==> config.mk <==
export PLATFORM = sky130hd
export DESIGN_NAME = data_sram_responder
export DESIGN_NICKNAME = d
export VERILOG_FILES = /design/src/rtl/data_sram_responder.sv
export SDC_FILE = /design/constraint.sdc
export NUM_CORES = 1
export LEC_CHECK = 0
export CORE_ASPECT_RATIO = 1.2
export CORE_UTILIZATION = 43
export CTS_CLUSTER_SIZE = 16
export DETAILED_ROUTE_END_ITERATION = 12
export PLACE_DENSITY_LB_ADDON = 0.12
export SYNTH_ARGS = -nofsm -noshare
export SYNTH_HDL_FRONTEND = slang
export SYNTH_SLANG_ARGS = --single-unit
export TNS_END_PERCENT = 100
==> constraint.sdc <==
create_clock -name clk -period 4.44 [get_ports clk]
set_clock_uncertainty 0.05 [all_clocks]
set_input_delay 0.888 -clock clk [delete_from_list [all_inputs] [get_ports clk]]
set_output_delay 0.888 -clock clk [all_outputs]
set_load 0.1 [all_outputs]
==> src/rtl/data_sram_responder.sv <==
// data_sram_responder: responder side of the SRAM-like data interface.
// Requests are queued in an in-order FIFO and served one at a time against a
// synchronous single-port RAM (1-cycle read latency), with optional wait states.
//
// Handshake: a request transfers in any cycle where data_req && data_addr_ok.
// data_addr_ok is derived from registered state only (never from data_req), so
// a pop in the same cycle does not open a slot. Every transfer produces exactly
// one data_data_ok pulse, in acceptance order. data_rdata is valid during that
// pulse for loads.
module data_sram_responder #(
  parameter int DEPTH   = 2,
  parameter int LATENCY = 0
) (
  input  logic        clk,
  input  logic        resetn,
  input  logic        data_req,
  input  logic        data_wr,
  input  logic [3:0]  data_wstrb,
  input  logic [31:0] data_addr,
  input  logic [2:0]  data_size,
  input  logic [31:0] data_wdata,
  output logic        data_addr_ok,
  output logic        data_data_ok,
  output logic [31:0] data_rdata,
  output logic        ram_en,
  output logic [3:0]  ram_wen,
  output logic [31:0] ram_addr,
  output logic [31:0] ram_wdata,
  input  logic [31:0] ram_rdata
);

  localparam int AW = (DEPTH > 1) ? $clog2(DEPTH) : 1;
  localparam int CW = AW + 1;
  localparam logic [CW-1:0] DEPTH_C   = CW'(DEPTH);
  localparam logic [3:0]    WAIT_LOAD = (LATENCY > 0) ? 4'(LATENCY - 1) : 4'd0;

  typedef struct packed {
    logic        wr;
    logic [3:0]  wstrb;
    logic [29:0] addr;
    logic [31:0] wdata;
  } entry_t;

  typedef enum logic [1:0] {
    S_IDLE   = 2'd0,
    S_WAIT   = 2'd1,
    S_ACCESS = 2'd2,
    S_RESP   = 2'd3
  } state_t;

  entry_t          fifo_q [DEPTH];
  logic [AW-1:0]   wr_ptr;
  logic [AW-1:0]   rd_ptr;
  logic [CW-1:0]   count;
  logic [CW-1:0]   count_next;
  state_t          state;
  logic [3:0]      wait_cnt;
  logic            resp_wr;
  logic [31:0]     rdata_q;
  entry_t          head;
  logic            push;
  logic            pop;
  logic            start;
  logic            unused_inputs;

  // Size and the byte offset are carried by the protocol but not needed here.
  assign unused_inputs = ^{data_size, data_addr[1:0]};

  assign head         = fifo_q[rd_ptr];
  assign data_addr_ok = resetn && (count < DEPTH_C);
  assign push         = data_req && data_addr_ok;
  assign pop          = (state == S_ACCESS);
  // Count as it will be after this cycle; lets a push in IDLE/RESP start service next cycle.
  assign count_next   = count + CW'(push) - CW'(pop);
  assign start        = (count_next != '0);

  // Outputs decode the registered state; everything is forced low during reset.
  assign ram_en       = resetn && (state == S_ACCESS);
  assign ram_wen      = (ram_en && head.wr) ? head.wstrb : 4'b0000;
  assign ram_addr     = ram_en ? {head.addr, 2'b00} : 32'h0;
  assign ram_wdata    = ram_en ? head.wdata : 32'h0;
  assign data_data_ok = resetn && (state == S_RESP);
  assign data_rdata   = !resetn ? 32'h0
                      : ((state == S_RESP) && !resp_wr) ? ram_rdata
                      : rdata_q;

  // FIFO storage: capture the request fields only in the accept cycle.
  always_ff @(posedge clk) begin
    if (push) begin
      fifo_q[wr_ptr] <= '{wr: data_wr, wstrb: data_wstrb,
                          addr: data_addr[31:2], wdata: data_wdata};
    end
  end

  // FIFO pointers and occupancy; pointers wrap naturally at DEPTH.
  always_ff @(posedge clk) begin
    if (!resetn) begin
      wr_ptr <= '0;
      rd_ptr <= '0;
      count  <= '0;
    end else begin
      if (push) wr_ptr <= wr_ptr + AW'(1);
      if (pop)  rd_ptr <= rd_ptr + AW'(1);
      count <= count_next;
    end
  end

  // Service FSM: optional wait states, one RAM access, one response cycle.
  always_ff @(posedge clk) begin
    if (!resetn) begin
      state    <= S_IDLE;
      wait_cnt <= 4'd0;
      resp_wr  <= 1'b0;
      rdata_q  <= 32'h0;
    end else begin
      case (state)
        S_IDLE: begin
          if (start) begin
            if (LATENCY > 0) begin
              state    <= S_WAIT;
              wait_cnt <= WAIT_LOAD;
            end else begin
              state <= S_ACCESS;
            end
          end
        end
        S_WAIT: begin
          if (wait_cnt == 4'd0) state <= S_ACCESS;
          else                  wait_cnt <= wait_cnt - 4'd1;
        end
        S_ACCESS: begin
          resp_wr <= head.wr;
          state   <= S_RESP;
        end
        S_RESP: begin
          if (!resp_wr) rdata_q <= ram_rdata;
          if (start) begin
            if (LATENCY > 0) begin
              state    <= S_WAIT;
              wait_cnt <= WAIT_LOAD;
            end else begin
              state <= S_ACCESS;
            end
          end else begin
            state <= S_IDLE;
          end
        end
        default: state <= S_IDLE;
      endcase
    end
  end

endmodule

Yosys cells after proc, flatten, opt, wreduce, memory -nomap -nowiden
Memories as Yosys holds them, arrays and structs flattened. A register that Yosys moved wholly into a read port is not among the register bits.
Cells that the tools add are included.
Storage, ports and cells
  word-level logic and storage cells: 47
  memories: 1
  memory bits (writable): 134
  bits in registers: 43
  output and inout bits: 103
  bits of input ports: 107
Cells by class
  bitwise gates (word level): 2
  reductions and logical operators: 13
  $lt $le $gt $ge: 1
  mux-type cells: 13
  equal/unequal tests: 5
  add/sub/neg operators: 5
Memory list
  fifo_q: words 2, bits a word 67, read ports 1, clocked after memory_dff 1, wr ports 1, line 51  | entry_t fifo_q [DEPTH];
Operators by type and width (number)
  2-to-1 mux 32 bit: 4
  case mux 2 bit (4 select lines): 1
  logical AND 1 bit: 6
  2-to-1 mux 2 bit: 3
  AND reduction 2 bit: 3
  == test 2 bit, second input constant: 2
  zero test 4 bit: 1
  2-to-1 mux 1 bit: 4
  2-to-1 mux 4 bit: 1
  inequality test 2 bit, second input constant: 2
  subtractor 4 x 1 -> 4 bit, second input constant: 1
  adder 1 bit, second input constant: 2
  adder 2 x 1 -> 2 bit: 1
  == test 2 x 1 -> 1 bit, second input constant: 1
  zero test 2 bit: 1
  less-than comparator 2 bit, second input constant: 1
  NOT 1 bit: 2
  nonzero test 2 bit: 1
  subtractor 2 x 1 -> 2 bit: 1
  zero test 1 bit: 1

Longest topological paths before layout
  depth in word-level cells: 8
  gate-level depth with buffers: 8
  mapped depth without buffers: 7

Least setup slack after synthesis
Ideal clock, no wire load.
  kind: input to register
  start: in resetn
  end: mem fifo_q[0][0] (netlist name), enable pin
  arrival time: 5589 ps
  data required time: 3897 ps
  buffers on the path: 1
  path slack: -1691 ps
  stages on the path: 4
  library setup time: 493 ps
  cell sequence: buf_2 > nor2b_1 > nand2_1 > nor2_1
Between the ends
  word-level cells in the longest chain between the ends: 4
Ends and longest elaborated chain
  start: declaration: line 15  | input logic resetn,
  logical AND 1 bit: line 70  | assign data_addr_ok = resetn && (count < DEPTH_C);
  net data_addr_ok: line 22  | output logic data_addr_ok,
  logical AND 1 bit: line 71  | assign push = data_req && data_addr_ok;
  2-to-1 mux 1 bit: line 89  | if (push) begin
  2-to-1 mux 1 bit (implied by the code): line 90  | fifo_q[wr_ptr] <= '{wr: data_wr, wstrb: data_wstrb,
  end: declaration: line 51
The timed path passes the listed nets, and every way through them passes these cells.

Worst setup path in the final report
  start: reg state[0]
  end: out data_rdata[15]
Between the ends
  word-level cells in the longest chain between the ends: 4
Ends and longest elaborated chain
  start: declaration: line 56  | state_t state;
  start signal: assignment: line 111  | state <= S_IDLE;
  start signal: assignment: line 120  | state <= S_WAIT;
  start signal: assignment: line 123  | state <= S_ACCESS;
  == test 2 bit: line 84  | : ((state == S_RESP) && !resp_wr) ? ram_rdata
  logical AND 1 bit: line 84
  2-to-1 mux 32 bit: line 84
  2-to-1 mux 32 bit: line 83  | assign data_rdata = !resetn ? 32'h0
  end: declaration: line 24  | output logic [31:0] data_rdata,
Every way passes these cells.

==> impl_metrics.py <==
metrics = {
    "outcome": {
        "run_status": "completed",
    },
    "cells_and_area": {
        "drive_gt1_frac": 0.212,
        "fillers": 1237,
        "final_common_cell": "edfxtp_1",
        "regArea_mm2": 0.00491,
        "antenna_cells": 0,
        "multi_input_area_mm2": 0.00202,
        "syn_to_final_growth_pct": 46.7,
        "layout_common_cells": "134 x edfxtp_1, 100 x clkdlybuf4s50_1, 71 x nand2_1",
        "final_nets": 831,
    },
    "power": {
        "powerDensity_mw_per_mm2": 577,
        "clock_power_share": 0.243,
        "p_comb_frac": 0.405,
        "p_leak_uw": 0.00371,
        "switching_share": 0.391,
        "p_switching_uw": 2360,
        "seqPwrFrac": 0.352,
        "p_int_uw": 3670,
        "power_uw": 6030,
        "ir_drop_mv": 0.236,
    },
    "sta": {
        "slew_headroom": 0.224,
        "setup-violations-final": 0,
        "tightest_slew_ns": 1.16,
        "hold_ws_ns": 0.416,
        "period_share": 0.765,
        "finalHoldViolCount": 0,
        "tns_ns": 0,
        "slew_viol_final": 0,
        "fin_crit_ns": 3.39,
        "rsz0062_at_grt": "false",
        "fmax_mhz": 295,
    },
    "clocking": {
        "clk_pin_slew_ns": 0.06,
        "htree_levels": 4,
        "clock_latency_ns": 0.41,
        "clock_path_buffers": 2,
        "cts-buffers-inserted": 17,
        "cts_tree": "done",
        "cts.sinks": 178,
        "cts_root_buf": "clkbuf_16",
        "cts_setup_buffers": 0,
        "cts_hold_buf": 0,
        "cts_resized": 0,
    },
    "logic_synthesis": {
        "synth_area_leaders": "edfxtp_1 57%, dfxtp_1 12%, mux2i_1 9.3%",
        "ys_seq_area_frac": 0.689,
        "netlist.area_leader.share": 0.565,
        "syn_inst": 526,
        "synth.area.mux_share": 0.0928,
        "synthAdderAreaFrac": 0.00351,
        "yosys.cell_types.count": 37,
        "synthSimpleGateAreaFrac": 0.0996,
        "ys.flop_type": "edfxtp_1",
        "avgSynthCellArea_um2": 13.5,
        "synth_top_family_by_area": "simple AND/OR/NAND/NOR gates",
        "synth_edf_count": 134,
        "ys_seq_elements": 178,
        "ys.warnings.count": 0,
        "synth-compound-area-share": 0.0796,
        "syn_area_mm2": 0.00712,
        "synthArstFlopShare": 0,
        "synth_xor_area_frac": 0.00492,
        "synth_top_area_cell": "edfxtp_1",
    },
    "placement": {
        "gp_congestion": 0.716,
        "dp_hpwl_mm": 10.0,
        "port_buffers": 202,
    },
    "global_route": {
        "grt_antenna_before_repair": 0,
        "grt-ovfl-total": 0,
        "grt_max_degree": 83,
        "grtUsageTotal": 0.177,
        "grt_pass1_vias": 4624,
        "grt_pass1_wl_mm": 23.1,
    },
    "worst_setup_path": {
        "critPathLaunch": "state[0]",
        "critical_path.endpoint": "data_rdata[15]",
        "end_kind": "output port",
        "cp.arrival_ns": 2.46,
        "r2r_slack_ns": 2.55,
        "r2r-end": "fifo_q[1][66]",
        "r2r-start": "count[1]",
        "start_kind": "register",
        "ff2ff_path_depth": 2,
        "path_class": "register to output port",
        "crit_fanout": 32,
        "critPathRequiredTime_ns": 3.50,
    },
    "run": {
        "drv_cap": 0,
    },
    "drt": {
        "wl_mm": 14.7,
        "dr.pass1.iters": 4,
        "vias": 4621,
        "postRouteAntennaNets": 0,
        "via_per_inst": 4.88,
        "first_iter_violations": 256,
        "drc_errors": 0,
        "wire_per_inst_um": 15.5,
    },
    "floorplan": {
        "core_mm2": 0.0162,
        "pin_count": 210,
        "fp.dieH_um": 143,
        "num_rows": 51,
        "die_area_mm2": 0.0171,
        "die-width_um": 119,
        "start_util": 0.439,
    },
    "hold_path": {
        "hold_class": "register to register",
    },
}
[power groups by stage]
stage	Combinational, uW	Sequential, uW	Clock (uW)
6_report	2440	2130	1470
5_1_grt	2550	2160	1560
4_1_cts	2470	2130	1500
3_5_place_dp	2460	2170	0
3_3_place_gp	2440	2160	0
2_1_floorplan	1770	2060	0
[cell usage after synthesis, types with 3 or more instances]
cell type,count
a32oi_1,3
dfxtp_1,44
nand3b_1,3
clkbuf_1,8
nor2_2,12
mux2i_1,66
nand2b_1,3
and2_1,4
buf_6,5
inv_1,4
nor2b_1,3
edfxtp_1,134
nand2_1,71
a21boi_0,42
buf_4,4
buf_2,16
a21boi_1,23
nor2_1,55
[per-stage QoR]
step                 util  instances  instance area [um^2]  worst slack, ns
CTS                 0.645        947                 10500            0.973
global route        0.645        947                 10500            0.763
floorplan               -        527                  7130           0.0221
global placement    0.609        915                  9870             1.29
detailed placement  0.609        915                  9870             1.22
finish              0.645        947                 10500             1.05
[cell families after synthesis]
logic type / after synthesis
AND/OR/NAND/NOR: 162
multiplexers: 66
flip-flops: 178
XOR/XNOR: 4
AO/OA/AOI/OAI: 75
adder cells (fa/ha/maj): 2
buffers and inverters: 38
other: 1
[sequential cells by signal, summed over array words and instances, names as in the netlist, named ones only]
name / flops
count: 2
fifo_q: 134
rd_ptr: 1
rdata_q: 32
resp_wr: 1
state: 2
wait_cnt: 4
wr_ptr: 1
[worst min-delay path by stage]
stage / start / slack (ns) / end / cells past startpoint
after floorplan: rdata_q[14] / 0.39 / rdata_q[14] / 2
after global placement: rdata_q[15] / 0.40 / rdata_q[15] / 2
after detailed placement: rdata_q[18] / 0.41 / rdata_q[18] / 2
after CTS: rdata_q[18] / 0.42 / rdata_q[18] / 2
after global routing: rdata_q[11] / 0.44 / rdata_q[11] / 2
final: rdata_q[20] / 0.42 / rdata_q[20] / 2
[metal layers]
metal,vias to the layer above,global-route usage,wire length (um)
li1,2262,-,-
met1,2199,0.204,5960
met2,143,0.314,7730
met3,17,0.0459,799
met4,0,0.0638,201
met5,-,0,0
[critical path, cell delays in order (launching register included)]
cell      delay, ns
dfxtp_1        0.38
and3b_1        0.89
nand2_1        0.19
a21boi_0       0.25
buf_4          0.33
[final cells by class]
class	instances	share of cell area
Clock buffer	18	0.0411
Clock inverter	14	0.0146
Inverter	4	0.00144
Multi-Input combinational cell	311	0.193
Sequential cell	178	0.470
Tap cell	212	0.0254
Timing Repair Buffer	210	0.255
Note: power is estimated with default switching activity, not from simulation.
